===== src/rtl/muldiv_unit.sv =====
// Iterative signed/unsigned multiply/divide unit with architectural HI/LO registers.
// Operations take one bit per cycle; results land in HI/LO in FIX and are signalled by a one-cycle done pulse.
module muldiv_unit #(
   parameter int WIDTH = 32,
   parameter int CNT_W = $clog2(WIDTH+1)
) (
   input  logic             i_clk,
   input  logic             i_rst_n,
   input  logic             i_start,
   input  logic [1:0]       i_op,
   input  logic [WIDTH-1:0] i_a,
   input  logic [WIDTH-1:0] i_b,
   input  logic             i_flush,
   input  logic             i_hi_we,
   input  logic             i_lo_we,
   input  logic [WIDTH-1:0] i_wdata,
   output logic             o_busy,
   output logic             o_done,
   output logic [WIDTH-1:0] o_hi,
   output logic [WIDTH-1:0] o_lo,
   output logic             o_div_zero
);

   typedef enum logic [1:0] {
      ST_IDLE = 2'd0,
      ST_RUN  = 2'd1,
      ST_FIX  = 2'd2,
      ST_DONE = 2'd3
   } state_t;

   state_t r_state, w_state_nxt;

   logic [CNT_W-1:0]   r_cnt;
   logic [1:0]         r_op;
   logic [WIDTH-1:0]   r_a;
   logic [WIDTH-1:0]   r_opnd;
   logic [2*WIDTH-1:0] r_acc;
   logic               r_neg_q;
   logic               r_neg_r;
   logic               r_bzero;
   logic [WIDTH-1:0]   r_hi;
   logic [WIDTH-1:0]   r_lo;
   logic               r_dz;

   logic               w_accept;
   logic               w_iter;
   logic               w_fix_wr;
   logic               w_wr_ok;
   logic               w_sgn;
   logic [WIDTH-1:0]   w_mag_a;
   logic [WIDTH-1:0]   w_mag_b;
   logic [WIDTH:0]     w_msum;
   logic [2*WIDTH-1:0] w_mul_nxt;
   logic [WIDTH:0]     w_cand;
   logic [WIDTH+1:0]   w_dsub;
   logic [2*WIDTH-1:0] w_div_nxt;
   logic [2*WIDTH-1:0] w_prod;
   logic [WIDTH-1:0]   w_quo;
   logic [WIDTH-1:0]   w_rem;

   assign w_accept = (r_state == ST_IDLE) && i_start && !i_flush;
   assign w_iter   = (r_state == ST_RUN) && !i_flush;
   assign w_fix_wr = (r_state == ST_FIX) && !i_flush;
   // An accepted start takes priority over a same-cycle MTHI/MTLO.
   assign w_wr_ok  = ((r_state == ST_IDLE) && !w_accept) || (r_state == ST_DONE);

   // Operand magnitudes; op[0]=0 selects the signed variants.
   assign w_sgn   = ~i_op[0];
   assign w_mag_a = (w_sgn && i_a[WIDTH-1]) ? -i_a : i_a;
   assign w_mag_b = (w_sgn && i_b[WIDTH-1]) ? -i_b : i_b;

   // Shift-add: upper half accumulates the multiplicand, multiplier shifts out the bottom.
   assign w_msum    = {1'b0, r_acc[2*WIDTH-1:WIDTH]} + {1'b0, r_opnd};
   assign w_mul_nxt = r_acc[0] ? {w_msum, r_acc[WIDTH-1:1]}
                               : {1'b0, r_acc[2*WIDTH-1:1]};

   // Restoring divide: remainder in the upper half, quotient bits shift into the lower half.
   assign w_cand    = r_acc[2*WIDTH-1:WIDTH-1];
   assign w_dsub    = {1'b0, w_cand} - {2'b00, r_opnd};
   assign w_div_nxt = w_dsub[WIDTH+1] ? {w_cand[WIDTH-1:0], r_acc[WIDTH-2:0], 1'b0}
                                      : {w_dsub[WIDTH-1:0], r_acc[WIDTH-2:0], 1'b1};

   assign w_prod = r_neg_q ? -r_acc : r_acc;
   assign w_quo  = r_neg_q ? -r_acc[WIDTH-1:0] : r_acc[WIDTH-1:0];
   assign w_rem  = r_neg_r ? -r_acc[2*WIDTH-1:WIDTH] : r_acc[2*WIDTH-1:WIDTH];

   always_ff @(posedge i_clk or negedge i_rst_n) begin
      if (!i_rst_n) r_state <= ST_IDLE;
      else          r_state <= w_state_nxt;
   end

   always_comb begin
      w_state_nxt = r_state;
      case (r_state)
         ST_IDLE: if (w_accept) w_state_nxt = ST_RUN;
         ST_RUN: begin
            if (i_flush)                    w_state_nxt = ST_IDLE;
            else if (r_cnt == CNT_W'(1))    w_state_nxt = ST_FIX;
         end
         ST_FIX:  w_state_nxt = i_flush ? ST_IDLE : ST_DONE;
         ST_DONE: w_state_nxt = ST_IDLE;
         default: w_state_nxt = ST_IDLE;
      endcase
   end

   always_ff @(posedge i_clk or negedge i_rst_n) begin
      if (!i_rst_n) begin
         r_cnt   <= '0;
         r_op    <= '0;
         r_a     <= '0;
         r_opnd  <= '0;
         r_acc   <= '0;
         r_neg_q <= 1'b0;
         r_neg_r <= 1'b0;
         r_bzero <= 1'b0;
      end else if (w_accept) begin
         r_cnt   <= CNT_W'(WIDTH);
         r_op    <= i_op;
         r_a     <= i_a;
         r_opnd  <= i_op[1] ? w_mag_b : w_mag_a;
         r_acc   <= {{WIDTH{1'b0}}, (i_op[1] ? w_mag_a : w_mag_b)};
         r_neg_q <= w_sgn && (i_a[WIDTH-1] ^ i_b[WIDTH-1]);
         r_neg_r <= w_sgn && i_a[WIDTH-1];
         r_bzero <= (i_b == '0);
      end else if (w_iter) begin
         r_cnt <= r_cnt - CNT_W'(1);
         r_acc <= r_op[1] ? w_div_nxt : w_mul_nxt;
      end
   end

   always_ff @(posedge i_clk or negedge i_rst_n) begin
      if (!i_rst_n) begin
         r_hi <= '0;
         r_lo <= '0;
         r_dz <= 1'b0;
      end else begin
         if (w_accept) r_dz <= 1'b0;
         if (w_fix_wr) begin
            if (!r_op[1]) begin
               r_hi <= w_prod[2*WIDTH-1:WIDTH];
               r_lo <= w_prod[WIDTH-1:0];
            end else if (r_bzero) begin
               r_hi <= r_a;
               r_lo <= '1;
               r_dz <= 1'b1;
            end else begin
               r_hi <= w_rem;
               r_lo <= w_quo;
            end
         end else if (w_wr_ok) begin
            if (i_hi_we) r_hi <= i_wdata;
            if (i_lo_we) r_lo <= i_wdata;
         end
      end
   end

   assign o_busy     = (r_state == ST_RUN) || (r_state == ST_FIX);
   assign o_done     = (r_state == ST_DONE);
   assign o_hi       = r_hi;
   assign o_lo       = r_lo;
   assign o_div_zero = r_dz;

endmodule

===== config.mk =====
export PLATFORM = sky130hd
export DESIGN_NAME = muldiv_unit
export DESIGN_NICKNAME = d
export VERILOG_FILES = /design/src/rtl/muldiv_unit.sv
export SDC_FILE = /design/constraint.sdc
export NUM_CORES = 1
export LEC_CHECK = 0
export CORE_MARGIN = 3
export CORE_UTILIZATION = 40
export DETAILED_ROUTE_END_ITERATION = 8
export PLACE_DENSITY = 0.63
export REMOVE_ABC_BUFFERS = 1
export SYNTH_ARGS = -nofsm -noshare
export SYNTH_HDL_FRONTEND = slang
export SYNTH_SLANG_ARGS = --single-unit

===== constraint.sdc =====
create_clock -name i_clk -period 7 [get_ports i_clk]
set_clock_uncertainty 0.2 [all_clocks]
set_input_delay 2.1 -clock i_clk [delete_from_list [all_inputs] [get_ports i_clk]]
set_output_delay 2.1 -clock i_clk [all_outputs]
set_load 0.01 [all_outputs]

# Yosys cells after proc, flatten, opt, wreduce, memory -nomap -nowiden
# Cells that the tools add are included.
[totals]
reg_bits = 206
input_bits = 104
output_inout_bits = 67
word_cells = 82
[op_classes]
n_addsub = 8
n_eq_ne = 6
mux = 33
bitwise = 2
n_reduce_logical = 21
[op_table]
columns = ["op", "n"]
rows = [
  ["$mux 32", 16],
  ["$mux 64", 6],
  ["$neg 32->32", 4],
  ["$neg 64->64", 1],
  ["$sub 33x32->34", 1],
  ["$add 32x32->33", 1],
  ["$logic_not 32->1", 1],
  ["$mux 6", 2],
  ["$logic_and 1x1->1", 8],
  ["$mux 2", 4],
  ["$pmux 2 s4", 1],
  ["$reduce_bool 2->1", 4],
  ["$eq 6x1->1 const B", 1],
  ["$reduce_and 2->1", 3],
  ["$sub 6x1->6 const B", 1],
  ["$eq 2x2->1 const B", 2],
  ["$mux 1", 4],
  ["$ne 3x2->1 const B", 1],
  ["$eq 2x1->1 const B", 1],
  ["$logic_not 1->1", 2],
  ["$logic_not 2->1", 1],
  ["$logic_or 1x1->1", 2],
  ["$ne 2x2->1 const B", 1],
  ["$not 1->1", 1],
  ["$xor 1x1->1", 1],
]

# Depth between registers and ports, before layout
[logic_depth]
depth_word = 8
depth_mapped = 15
ltp_nobuf = 14

# Worst setup path before layout
# Ideal clock, no wire load.
[synth_path]
kind = "input to register"
start = "input port i_a[9]"
end = "register r_opnd[29]"
setup_ns = 0.131
arrival_ns = 4.232
required_ns = 6.669
path_slack_ns = 2.437
stages = 10
path_buffers = 0
cell_sequence = "or4_1 or3_1 nor3_1 and2_1 nand2_1 nor3_1 a21oi_1 xor2_1 o21ai_0 o21ai_0"
[synth_between]
elab_chain_cells = 3
[synth_lines]
columns = ["item", "line", "rtl"]
rows = [
  ["start: declaration", "11", "input logic [WIDTH-1:0] i_a,"],
  ["$neg 32->32", "69", "assign w_mag_a = (w_sgn && i_a[WIDTH-1]) ? -i_a : i_a;"],
  ["$mux 32", "69", ""],
  ["$mux 32", "120", "r_opnd <= i_op[1] ? w_mag_b : w_mag_a;"],
  ["end signal: assignment", "120", ""],
  ["end: declaration", "36", "logic [WIDTH-1:0] r_opnd;"],
]
# No other way between the ends.
# A chain may end at the register's enable or synchronous reset.

# Worst setup path in the final report
[layout_path]
start = "input port i_b[7]"
end = "register r_opnd[26]"
[layout_between]
elab_chain_cells = 3
[layout_lines]
columns = ["item", "line", "rtl"]
rows = [
  ["start: declaration", "12", "input logic [WIDTH-1:0] i_b,"],
  ["$neg 32->32", "70", "assign w_mag_b = (w_sgn && i_b[WIDTH-1]) ? -i_b : i_b;"],
  ["$mux 32", "70", ""],
  ["$mux 32", "120", ""],
]
# No other way between the ends.

==> flow_metrics.env <==
export IMPL_finalSetupViolCount=0
export IMPL_yosysTopAreaCellShare_pct=29.5
export IMPL_maximum_number_of_pins_on_one_net_before_global_route_repair=114
export IMPL_wire_per_inst_um=22.4
export IMPL_aggregate_routed_wire_length_um=65300
export IMPL_final_nets=2496
export IMPL_cts_inserted_buffers=26
export IMPL_floorplan_core_area_um2=42400
export IMPL_drv_slew=0
export IMPL_crit_end_category="flip-flop"
export IMPL_netlist_top_cells_area="dfrtp_1 (30%), nand2_1 (8.5%), a21oi_1 (5.6%)"
export IMPL_synth_compound_area_share_pct=26.1
export IMPL_fp_row_count=75
export IMPL_crit_path_max_fanout=4
export IMPL_place_port_buffers=170
export IMPL_count_of_mapped_cells_out_of_synthesis=2241
export IMPL_clock_latency_ps=560
export IMPL_final_min_clock_period_ps=5310
export IMPL_htree_num_levels=1
export IMPL_grt_remaining_overflow=0
export IMPL_asyncSetResetFlopFracSynth_pct=100
export IMPL_synth_top_family_by_area="compound AO/OA/AOI/OAI gates"
export IMPL_worst_ep_required_time_ps=7200
export IMPL_synthDistinctLibCells=77
export IMPL_count_of_vias_placed_by_the_detailed_router=17700
export IMPL_floorplan_die_width_um=214
export IMPL_drt_initial_drc_count=2015
export IMPL_root_buffer="clkbuf_16"
export IMPL_detailedPlacementHpwl_um=47700
export IMPL_setup_fix_bufs_post_cts=0
export IMPL_synth_seq_area_share_pct=29.5
export IMPL_cpPeakStageDelay_ps=740
export IMPL_most_common_layout_cells="nand2_1 (393), dfrtp_1 (204), a21oi_1 (192)"
export IMPL_detailed_route_drc_error_count=0
export IMPL_cts_resized=0
export IMPL_startpoint_type="input pin"
export IMPL_design_power_total_mw=9.86
export IMPL_yosys_mux_area_fraction_pct=5.97
export IMPL_antenna_found_initial=0
export IMPL_max_cap_violations=0
export IMPL_die_h_um=214
export IMPL_rsz0062_at_grt="false"
export IMPL_worst_endpoint_arrival_ps=5500
export IMPL_place_congestion=0.955
export IMPL_grt_first_pass_wirelength_um=100000
export IMPL_via_count_of_the_first_global_routing_pass=16700
export IMPL_grt_util_all_layers_pct=27.4
export IMPL_irDropWorstVdd_mv=0.324
export IMPL_avgViaCountPerCell=6.07
export IMPL_post_synthesis_area_per_instance_um2=7.75
export IMPL_cellLeakagePower_nw=8.57
export IMPL_final_core_utilization_pct=48.1
export IMPL_final_common_cell="nand2_1"
export IMPL_slowest_stage="nor3_1"
export IMPL_die_area_um2=45900
export IMPL_clk_transition_reported_paths_ps=60
export IMPL_post_route_cells_drive_above_1_share_pct=5.02
export IMPL_synth_edf_count=0
export IMPL_clock_fmax_ghz=0.188
export IMPL_relSlewSlack_pct=16.5
export IMPL_timing_worst_slew_pin_value_ps=1250
export IMPL_synth_simple_gate_area_share_pct=19.8
export IMPL_ioPinCount=171
export IMPL_synth_top_flop_cell="dfrtp_1"
export IMPL_timing_hold_worst_class="reg2reg"
export IMPL_power_per_cell_area_nw_per_um2=483
export IMPL_synthXorXnorAreaFrac_pct=8.12
export IMPL_hold_viol_final=0
export IMPL_synth_area_in_adders_pct=5.64
export IMPL_cts_path_max_buffers=3
export IMPL_timing_worst_setup_path_type="in2reg"
export IMPL_yosysWarnings=0
export IMPL_drt_pass1_iter_count=6
export IMPL_cts_hold_buffers_added=0
export IMPL_yosys_area_top_type="dfrtp_1"
export IMPL_area_growth_synth_to_final_pct=17.5
export IMPL_synth_ff_latch_count=205
export IMPL_clock_sinks=205
export IMPL_post_route_period_util_pct=75.8
export IMPL_area_of_the_mapped_netlist_um2=17400
export IMPL_floorplan_initialDensity_pct=40.9
export IMPL_clock_tree_from_tritoncts="yes"
export IMPL_crit_chain="clkdlybuf4s50_1 > or4_1 > nor3_1 > nand2_1 > o41ai_1 > o21ai_0 > xnor2_1 > nand2_1 > o211ai_1 > o21ai_0"
export IMPL_run_status="finished clean"
export IMPL_ant_nets=0
==> critical path, delay by kind of cell <==
| kind | cells | cell delay, ps |
|---|---|---|
| simple gates | 4 | 1550 |
| buf+inv | 1 | 470 |
| compound gates | 4 | 1130 |
| xor+xnor | 1 | 250 |
==> registers in the layout, indices dropped and copies added (netlist names) <==
name / count
r_acc: 64
r_cnt: 6
r_opnd: 32
r_a: 32
o_hi: 32
r_bzero: 1
o_div_zero: 1
r_neg_q: 1
r_op: 1
r_neg_r: 1
o_lo: 32
r_state: 2
==> per-layer routing <==
layer | track usage [%] | part of all wire (%) | wire, um | vias up
met2 | 43.4 | 45 | 29300 | 760
met3 | 3.85 | 7.0 | 4580 | 137
li1 | - | - | - | 8218
met5 | 0 | 0 | 0 | -
met1 | 38.0 | 44 | 28500 | 8544
met4 | 10.2 | 4.4 | 2860 | 0
==> path summary, 6_finish.rpt <==
path | start | endpoint | slack, ps | cells past startpoint
worst max-delay path | i_b[7] | r_opnd[26] | 1690 | 10
worst min-delay path | r_a[21] | r_a[21] | 270 | 2
worst max register to register | r_acc[0] | o_hi[20] | 2300 | 9
worst min register to register | r_a[21] | r_a[21] | 270 | 2
max in group asynchronous | i_rst_n | r_op[1] | 4110 | 2
min in group asynchronous | i_rst_n | r_acc[38] | 1340 | 1
==> cells by family (layout without fill, tap and decap cells) <==
logic type / after synthesis / count (layout)
AOI/OAI and AO/OA: 715 / 715
xor gates and xnor gates: 161 / 161
adders and majority gates: 77 / 77
buffers and inverters: 218 / 308
DFF: 205 / 205
muxes: 102 / 102
other: 0 / 1
and+or+nand+nor: 763 / 763
==> where the power goes <==
| group | switching (mW) | internal [mW] | total [mW] |
|---|---|---|---|
| Clock | 0.557 | 0.896 | 1.45 |
| Combinational | 3.48 | 2.47 | 5.96 |
| Sequential | 0.718 | 1.73 | 2.45 |
| Total | 4.76 | 5.10 | 9.86 |
==> metrics by stage <==
stage	cell area, um2	setup WS [ps]	hold slack (ps)	setup TNS, ps	cells
2_1_floorplan	16800	-1100	240	-19060	2087
3_3_place_gp	19500	1360	256	0	2864
3_5_place_dp	19500	1300	259	0	2864
4_1_cts	20400	1870	274	0	2908
5_1_grt	20400	1550	299	0	2908
6_report	20400	1690	274	0	2909
==> Yosys cell counts, types with 6 or more instances <==
library cell	count
nand2_1	393
dfrtp_1	205
a21oi_1	193
o21ai_0	177
nor2_1	147
clkbuf_1	130
mux2i_1	90
xnor2_1	89
ha_1	75
xor2_1	72
inv_1	63
o211ai_1	45
a32oi_1	36
nor3_1	35
a21o_1	33
a31oi_1	28
nor2b_1	28
a211oi_1	26
o21ai_1	23
o221ai_1	23
o31ai_1	23
nand3_1	22
or4_1	22
nand2b_1	21
or3_1	17
nand4_1	16
buf_1	13
nor4_1	13
o22ai_1	13
mux2_2	12
o21bai_1	12
a22o_1	11
and3_1	10
o41ai_1	9
or2_2	9
and2_1	8
buf_2	8
o21a_1	7
a221oi_1	6
a22oi_1	6
==> cell type report <==
class | instances | area, um2
timing repair buffer | 200 | 1950
antenna | 1 | 2.50
clock inverter | 9 | 150
inverter | 64 | 240
clock buffer | 35 | 756
fill | 4252 | 22000
sequential | 205 | 5130
tap | 577 | 722
multi-input combinational | 1818 | 11400
No activity file was read; power rests on OpenSTA's default activity.
==> patch (config.mk and constraints unchanged) <==
Register the input `i_a` before use, cleared by the reset. The logic sees it one clock later. The other inputs are not delayed to match.
--- a/src/rtl/muldiv_unit.sv
+++ b/src/rtl/muldiv_unit.sv
@@ -29,2 +29,12 @@
    } state_t;
+
+   logic [WIDTH-1:0] i_a_q;
+
+   always_ff @(posedge i_clk or negedge i_rst_n) begin
+      if (!i_rst_n) begin
+         i_a_q <= '0;
+      end else begin
+         i_a_q <= i_a;
+      end
+   end
 
@@ -68,3 +78,3 @@
    assign w_sgn   = ~i_op[0];
-   assign w_mag_a = (w_sgn && i_a[WIDTH-1]) ? -i_a : i_a;
+   assign w_mag_a = (w_sgn && i_a_q[WIDTH-1]) ? -i_a_q : i_a_q;
    assign w_mag_b = (w_sgn && i_b[WIDTH-1]) ? -i_b : i_b;
@@ -118,7 +128,7 @@
          r_op    <= i_op;
-         r_a     <= i_a;
+         r_a     <= i_a_q;
          r_opnd  <= i_op[1] ? w_mag_b : w_mag_a;
          r_acc   <= {{WIDTH{1'b0}}, (i_op[1] ? w_mag_a : w_mag_b)};
-         r_neg_q <= w_sgn && (i_a[WIDTH-1] ^ i_b[WIDTH-1]);
-         r_neg_r <= w_sgn && i_a[WIDTH-1];
+         r_neg_q <= w_sgn && (i_a_q[WIDTH-1] ^ i_b[WIDTH-1]);
+         r_neg_r <= w_sgn && i_a_q[WIDTH-1];
          r_bzero <= (i_b == '0);
Function: no difference found for any inputs over 4 cycles, from zero or initial values and one cycle with i_rst_n low; that may be too few to reach the edited logic, so the function may still have changed.
==> patch against the unedited design <==
Sequential cell count is 32 higher; power is 11% higher; die area is 5.2% higher; design area is 4.8% higher; wire length is 7.9% higher; count of clock-buffer cells in the layout is 2 higher; worst setup slack worse by 0.19 ns; critical path depth is 1 higher; sequential power is 17% higher; worst hold slack better by 0.0026 ns; register-to-register slack worse by 0.07 ns; area after synthesis is 5.3% higher; non-clock buffer count is 7 higher.
==> patch: results (changes against the unedited design) <==
metric	value	unit	change
run_status	finished, final reports clean		
use_met3	0.0437		+0.00517
grt_max_degree	126		+11%
dr.pass1.iters	6		unchanged
synthMuxAreaShare	0.0378		-0.0218
cp_max_fo	5		+1
yosys-top-cells-area	dfrtp_1 (32%), nand2_1 (8.0%), o21ai_0 (5.7%), a21oi_1 (5.3%), ha_1 (5.1%)		
leakagePower	9.03	nW	+5.3%
hp-start	r_a[13]		
dr_total_vias	18600		+5.3%
dp_hpwl	51700	µm	+8.4%
dr_wl_met3	5340	µm	+17%
gr-usage-met2	0.465		+0.0316
arrival	5.73	ns	+0.23 ns
nFillCells	4407		+3.6%
max_stage_delay	0.63	ns	-0.11 ns
cpLargestDelayFamily	simple AND/OR/NAND/NOR gates		
dpl-instance-area	20400	µm²	+4.9%
synth_common_cells	nand2_1 (389), dfrtp_1 (237), o21ai_0 (209)		
ys_seq_area_frac	0.324		+0.0289
antenna_found_initial	3		+3
fin_nets	2587		+3.6%
rrSetupSlack	2.23	ns	-0.07 ns
pre_cts_slack	0.965	ns	-0.338 ns
r2r_start	r_acc[31]		
clockRootBuffer	clkbuf_16		
critPathSlowestCell	or4b_2		
gp_congestion	0.962		+0.80%
yosysUniqueCellTypes	76		-1.3%
worst_hold_path.endpoint	r_a[13]		
use_met1	0.383		+0.00276
final_core_util	0.478		-0.00271
irDropWorstVdd	0.000215	V	-34%
worstRegToRegCells	12		+3
wl_met2	32600	µm	+11%
clock_path_buffers	3		unchanged
synth_compound_area_frac	0.260		-0.000783
reg2reg_to	r_acc[55]		
drtIter0Drc	1804		-10%
numPortBuffers	170		unchanged
synthAdderAreaFrac	0.0535		-0.00285
synth-async-reset-ratio	1.00		unchanged
avgSynthCellArea	7.82	µm²	+0.95%
synth_xor_area_frac	0.0790		-0.00219
insertion_delay	0.58	ns	+0.02 ns
cts_made_buffers	28		+7.7%
viasPerCell	6.16		+1.4%
grt_pass1_vias	17400		+4.4%
wirelength	70500	µm	+7.9%
slew_headroom	0.140		-0.0242
grt_pass1_wl	106000	µm	+5.9%
wl_met1	30000	µm	+5.3%
drive_gt1_frac	0.0519		+0.00172
top_layer	met5		
grt_util_all_layers	0.283		+0.00936
patch: cell types whose count changed after synthesis, moves of 10 or more:
| cell | unedited run | this run |
|---|---|---|
| clkbuf_1 | 130 | 154 |
| o21ai_0 | 177 | 209 |
| o31ai_1 | 23 | 33 |
| dfrtp_1 | 205 | 237 |
| nor2b_1 | 28 | 13 |
| nor2_1 | 147 | 167 |
| mux2i_1 | 90 | 59 |
| nand3_1 | 22 | 34 |
| xor2_1 | 72 | 84 |
| a22o_1 | 11 | 1 |
| o21ai_1 | 23 | 3 |
patch: through the flow:
| step | hold WS [ns] | setup TNS [ns] |
|---|---|---|
| final | 0.277 | 0 |
| after global routing | 0.301 | 0 |
| after global placement | 0.255 | 0 |
| after floorplan | 0.241 | -0.533 |
| after detailed placement | 0.258 | 0 |
| after CTS | 0.274 | 0 |
patch: worst max-delay path by stage:
stage                        from   endpoint  slack [ns]  depth (start not counted)
after floorplan           i_start  r_acc[63]       -0.45                          8
after global placement     i_b[0]  r_acc[30]        1.06                         11
after detailed placement   i_b[0]  r_acc[30]        0.97                         11
after CTS                  i_b[0]  r_acc[30]        1.56                         11
after global routing       i_b[0]  r_acc[30]        1.35                         11
final                      i_b[0]  r_acc[30]        1.50                         11
patch: layout make-up:
class                      instances  area [µm²]  area share
sequential                       237        5940       0.278
timing repair buffer             207        1990      0.0932
inverter                          74         278      0.0130
clock buffer                      37         806      0.0377
tap                              592         741      0.0347
antenna                            2        5.00    0.000234
multi-input combinational       1858       11500       0.538
clock inverter                    14         128     0.00597
patch: where the power goes:
group | leakage (nW) | internal, W | switching (W) | total, W
registers | 2.91 | 0.00195 | 0.000926 | 0.00287
clock network | 0.461 | 0.000878 | 0.000632 | 0.00151
logic | 5.65 | 0.00269 | 0.00390 | 0.00659
total | 9.03 | 0.00552 | 0.00546 | 0.0110
